<file path="config.mk">
export PLATFORM = sky130hd
export DESIGN_NAME = quad_encoder_bank
export DESIGN_NICKNAME = d
export VERILOG_FILES = /design/src/rtl/quad_encoder_bank.sv
export SDC_FILE = /design/constraint.sdc
export NUM_CORES = 2
export LEC_CHECK = 0
export ABC_AREA = 1
export CAP_MARGIN = 10
export CORE_MARGIN = 2
export CORE_UTILIZATION = 42
export DETAILED_ROUTE_END_ITERATION = 7
export MAX_ROUTING_LAYER = met4
export PLACE_DENSITY = 0.54
export SLEW_MARGIN = 15
export SYNTH_ARGS = -nofsm -noshare
export SYNTH_HDL_FRONTEND = slang
export SYNTH_SLANG_ARGS = --single-unit
</file>
<file path="constraint.sdc">
create_clock -name clk -period 3.6 [get_ports clk]
set_input_delay 1.08 -clock clk [delete_from_list [all_inputs] [get_ports clk]]
set_output_delay 1.08 -clock clk [all_outputs]
set_load 0.05 [all_outputs]
</file>
<file path="src/rtl/quad_encoder_bank.sv">
// Quadrature encoder bank: per-channel sync + glitch filter + x4 decoder,
// coherent snapshot shadows, windowed velocity and a registered read port.
module quad_encoder_bank #(
    parameter int unsigned N_CH       = 4,
    parameter int unsigned CNT_W      = 32,
    parameter int unsigned FILT_LEN   = 3,
    parameter int unsigned VEL_PERIOD = 50000
) (
    input  logic            clk,
    input  logic            reset_n,
    input  logic [N_CH-1:0] enc_a,
    input  logic [N_CH-1:0] enc_b,
    input  logic            snap_req,
    input  logic            clr_stb,
    input  logic [N_CH-1:0] clr_mask,
    input  logic [7:0]      rd_addr,
    output logic [31:0]     rd_data,
    output logic            err_any
);

    localparam int unsigned WIN_W = (VEL_PERIOD > 1) ? $clog2(VEL_PERIOD) : 1;
    localparam logic [WIN_W-1:0] WIN_LAST = WIN_W'(VEL_PERIOD - 1);

    logic [N_CH-1:0]                a_s1, b_s1;
    logic [N_CH-1:0][FILT_LEN-1:0]  a_sh, b_sh;
    logic [N_CH-1:0]                a_flt, b_flt, a_prev, b_prev;
    logic [N_CH-1:0][CNT_W-1:0]     live, live_nxt, shadow, ref_cnt, vel;
    logic [N_CH-1:0]                err, err_nxt;
    logic [N_CH-1:0][1:0]           diff;
    logic [7:0]                     seq;
    logic [WIN_W-1:0]               win;
    logic                           win_tc;
    logic [31:0]                    rd_nxt;

    // Gray position of an (A,B) pair: 00->0, 10->1, 11->2, 01->3
    function automatic logic [1:0] gray_pos(input logic a, input logic b);
        return {b, a ^ b};
    endfunction

    assign win_tc = (win == WIN_LAST);

    // Two-flop sync; sh[0] is the second sync stage and the window holds the last FILT_LEN samples
    always_ff @(posedge clk or negedge reset_n) begin
        if (!reset_n) begin
            a_s1   <= '0;
            b_s1   <= '0;
            a_sh   <= '0;
            b_sh   <= '0;
            a_flt  <= '0;
            b_flt  <= '0;
            a_prev <= '0;
            b_prev <= '0;
        end else begin
            a_s1   <= enc_a;
            b_s1   <= enc_b;
            a_prev <= a_flt;
            b_prev <= b_flt;
            for (int unsigned i = 0; i < N_CH; i++) begin
                a_sh[i] <= FILT_LEN'({a_sh[i], a_s1[i]});
                b_sh[i] <= FILT_LEN'({b_sh[i], b_s1[i]});
                if (&a_sh[i] || ~|a_sh[i]) a_flt[i] <= a_sh[i][0];
                if (&b_sh[i] || ~|b_sh[i]) b_flt[i] <= b_sh[i][0];
            end
        end
    end

    // Decode filtered transitions into step/jump, then apply clear with priority
    always_comb begin
        diff     = '0;
        live_nxt = live;
        err_nxt  = err;
        for (int unsigned i = 0; i < N_CH; i++) begin
            diff[i] = gray_pos(a_flt[i], b_flt[i]) - gray_pos(a_prev[i], b_prev[i]);
            case (diff[i])
                2'd1:    live_nxt[i] = live[i] + CNT_W'(1);
                2'd3:    live_nxt[i] = live[i] - CNT_W'(1);
                2'd2:    err_nxt[i]  = 1'b1;
                default: ;
            endcase
            if (clr_stb && clr_mask[i]) begin
                live_nxt[i] = '0;
                err_nxt[i]  = 1'b0;
            end
        end
    end

    // Live counts and sticky errors
    always_ff @(posedge clk or negedge reset_n) begin
        if (!reset_n) begin
            live    <= '0;
            err     <= '0;
            err_any <= 1'b0;
        end else begin
            live    <= live_nxt;
            err     <= err_nxt;
            err_any <= |err_nxt;
        end
    end

    // Snapshot takes the pre-update live set so a coincident clear still reports old counts
    always_ff @(posedge clk or negedge reset_n) begin
        if (!reset_n) begin
            shadow <= '0;
            seq    <= '0;
        end else if (snap_req) begin
            shadow <= live;
            seq    <= seq + 8'd1;
        end
    end

    // Velocity window: difference of live against the reference taken one window earlier
    always_ff @(posedge clk or negedge reset_n) begin
        if (!reset_n) begin
            win     <= '0;
            vel     <= '0;
            ref_cnt <= '0;
        end else begin
            win <= win_tc ? '0 : win + WIN_W'(1);
            for (int unsigned i = 0; i < N_CH; i++) begin
                if (win_tc) begin
                    vel[i]     <= live[i] - ref_cnt[i];
                    ref_cnt[i] <= live[i];
                end
                if (clr_stb && clr_mask[i]) ref_cnt[i] <= '0;
            end
        end
    end

    // Register map decode
    always_comb begin
        rd_nxt = '0;
        for (int unsigned i = 0; i < N_CH; i++) begin
            if (rd_addr == 8'(i))         rd_nxt = 32'(shadow[i]);
            if (rd_addr == 8'(32'h10 + i)) rd_nxt = 32'($signed(vel[i]));
        end
        if (rd_addr == 8'h20) rd_nxt = 32'(err);
        if (rd_addr == 8'h21) rd_nxt = 32'(seq);
    end

    // Registered read data
    always_ff @(posedge clk or negedge reset_n) begin
        if (!reset_n) rd_data <= '0;
        else          rd_data <= rd_nxt;
    end

endmodule
</file>
==> metrics <==
area grow syn2layout=12.83%; status=completed; actual slew at the worst max-slew pin=0.9103 ns; Largest stage delay, worst path=0.43 ns; Final Max Tran Viols=0; Post-synth EDFFs=0; clock sinks=621; skew final=0.03560 ns; CTS root buf=clkbuf_16; row count=112; total grt overflow=0; final hold violations=0; Avg Synthesized Cell Area=7.241 um^2; Iter 0 DRT Violations=3454; maximum number of pins on one net before global-route repair=116; Die Wd=311.9 um; CP cell instances=xor2_1 -> ha_1 -> clkinvlp_4 -> nand3_4 -> inv_2 -> buf_4 -> nand2_1 -> nand2_1 -> nor2_1 -> nand2_1 -> nor2_1 -> nand2_1 -> nand2_1 -> nand2_1 -> nand2_1 -> nand2_1 -> nand3_1 -> nand2_1; Crit path required time=4.14 ns; fillers=9726; Worst Setup End Kind=flip-flop; die area=97250 um^2; CORE AREA=93610 um^2; synthesized area=39800 um^2; critical path fanouts, max=26; DRC errors left=0; total CTS buffers=77; final setup TNS=0 ns; CP dominant cell by count=nand2_1; Via density=5.476; Overall Global Routing Usage=30.63%; antenna violations before repair=1; Starting Density=42.52%; Worst-Skew Late Latency=0.66 ns; CP arrival=3.80 ns; startpoint types=flip-flop; Antenna Nets Post-Route=0; Synth Warn #=0; Bufs and invs on worst path=3; Seq/Total Area, Yosys=39.04%; reg2reg setup slack=0.35 ns; depth of the CTS H-tree=3; DRT Pass-1 Iters=6; nets=5738; Max VDD drop=0.4080 mV; post-cts resize count=0; IO buf count=56; Max Cap Viol=0; Main synth FF type=dfrtp_1; Crit Path Class=flip-flop to flip-flop; die height=311.9 um; most frequent cells in the layout=nand2_1, inv_1, dfrtp_1; global-route wire length before repair=223500 um; Routed WL per cell=21.14 um; Hold Crit Class=flip-flop to flip-flop; Relative slew margins=38.67%; RSZ-0062 raised after global routing=no; max frequency=0.3075 GHz; Final Cell Area=44910 um^2; share of layout cells above drive strength 1=7.564%; via count=37720; P_leak=22.19 nW; vias in the first global route=35770; hpwl dp=113600 um; RePlAce Congestion=0.9668; Yosys cell types=57; Mapped Cells=5497; Post-CTS Setup Repair Bufs=0; WL final=145700 um; Period Utilization, post-route=90.34%; IO Pins=57; pwr/cell area=890.7 nW/um^2; post-synth top area cell=dfrtp_1; CTS Hold Bufs=0; CTS tree=yes; maximum clock path buffer count=3; Post-DP Area=42270 um^2; Setup Viol. Count Final=0; delay-heaviest family, CP=simple AND/OR/NAND/NOR gates; Async SR Flop Fraction=100.0%; #FFs+latches synth=621; commonest non-fill, non-tap cell in the layout=nand2_1; Period minus WS final=3.252 ns; Slowest cell on crit path=ha_1; syn nets=5663; Reg clk slew, reported paths=0.06 ns; Synth area leaders=dfrtp_1, nand2_1, inv_1, o21ai_0, ha_1; top-area cell type share of the netlist area=39.04%
==> metal layers <==
layer | track usage (%) | vias to the layer above | share of wire [%] | wire length [um]
met5 | - | - | 0 | 0
met4 | 9.561 | 0 | 3.2 | 4645
met1 | 43.53 | 18160 | 47 | 69070
met3 | 4.898 | 192 | 6.2 | 9018
met2 | 44.60 | 1025 | 43 | 62920
li1 | - | 18340 | - | -
==> area by class of cell <==
class                      count  area, um^2  area share [%]
tap                         1254        1569           3.493
sequential                   621       15540           34.60
multi-input combinational   3941       20580           45.81
inverter                     753        2835           6.313
clock buffer                 105        2236           4.978
timing repair buffer         178        1754           3.906
antenna                        3       7.507         0.01671
clock inverter                34       395.4          0.8803
==> cell usage after synthesis (5+ instances only) <==
cell type  instances
buf_6             15
buf_1             13
xnor2_1           21
o21ai_1           18
o211ai_1           6
dfrtp_1          621
o21bai_1          20
o221ai_1           6
nor3_1            53
buf_2             20
a31oi_1           26
buf_4              8
o21ai_0          453
ha_1             138
and2_1            20
nand3_4            8
xor2_1           105
nor2_2            40
o41ai_1           92
inv_2             15
nor2_1           384
nand2_1         1491
nand4_1           65
inv_1            733
o22ai_1          169
nand3b_1          19
clkbuf_1         124
nand3_1          313
a21boi_0          14
a211oi_1           7
a21o_1            23
or2_2             28
o2111ai_1         17
nand2_2           59
nor4_1            12
o21a_1            16
nand2_4            5
a221oi_1          26
a21oi_1          253
o31ai_1            7
==> sequential cells by signal, indices dropped and copies added (netlist names) <==
signal and flops:
err_any 1, a_flt 4, b_prev 4, b_s1 4
win 16, a_s1 4, rd_data 32, vel 128
b_flt 4, live 128, b_sh 12, shadow 128
ref_cnt 128, seq 8, a_sh 12, err 4
a_prev 4
==> per-stage QoR <==
stage	util, %	cells	total power, W	hold WS [ns]	setup slack, ns
2_1_floorplan	-	5497	0.02489	0.3312	0.8970
3_3_place_gp	45.16	6747	0.03159	0.3320	0.1241
3_5_place_dp	45.16	6747	0.03156	0.3358	0.1027
4_1_cts	47.97	6886	0.03988	0.3508	0.2900
5_1_grt	47.97	6887	0.04320	0.3556	0.05892
6_report	47.98	6889	0.04000	0.3477	0.3476
==> logic make-up (layout without fill, tap and decap cells) <==
kind of cell / count (synthesis) / in the layout / synth area share [%]
AOI/OAI and AO/OA: 1158 / 1158 / 17.15
xor gates and xnor gates: 131 / 131 / 3.005
adders and majority gates: 142 / 142 / 4.539
buffers and inverters: 935 / 1070 / 9.326
DFF: 621 / 621 / 39.04
other: 0 / 3 / 0
and+or+nand+nor: 2510 / 2510 / 26.94
==> report_power, final <==
part / total (W) / switching (W) / internal, W / leakage (nW)
combinational: 0.0216 / 0.0147 / 0.00687 / 12.7
clock: 0.00816 / 0.00330 / 0.00486 / 1.28
sequential: 0.0102 / 0.00202 / 0.00822 / 8.25
total: 0.0400 / 0.0201 / 0.0200 / 22.2
==> worst paths after layout <==
check                           from       end  cells after the start
hold reg to reg              b_s1[2]   b_sh[6]                      0
max in group asynchronous    reset_n  b_flt[1]                      2
hold / removal               b_s1[2]   b_sh[6]                      0
min in group asynchronous    reset_n  live[30]                      1
setup reg to reg           b_prev[2]  live[94]                     18
setup / recovery           b_prev[2]  live[94]                     18
Power figures use the tool's default switching activity.
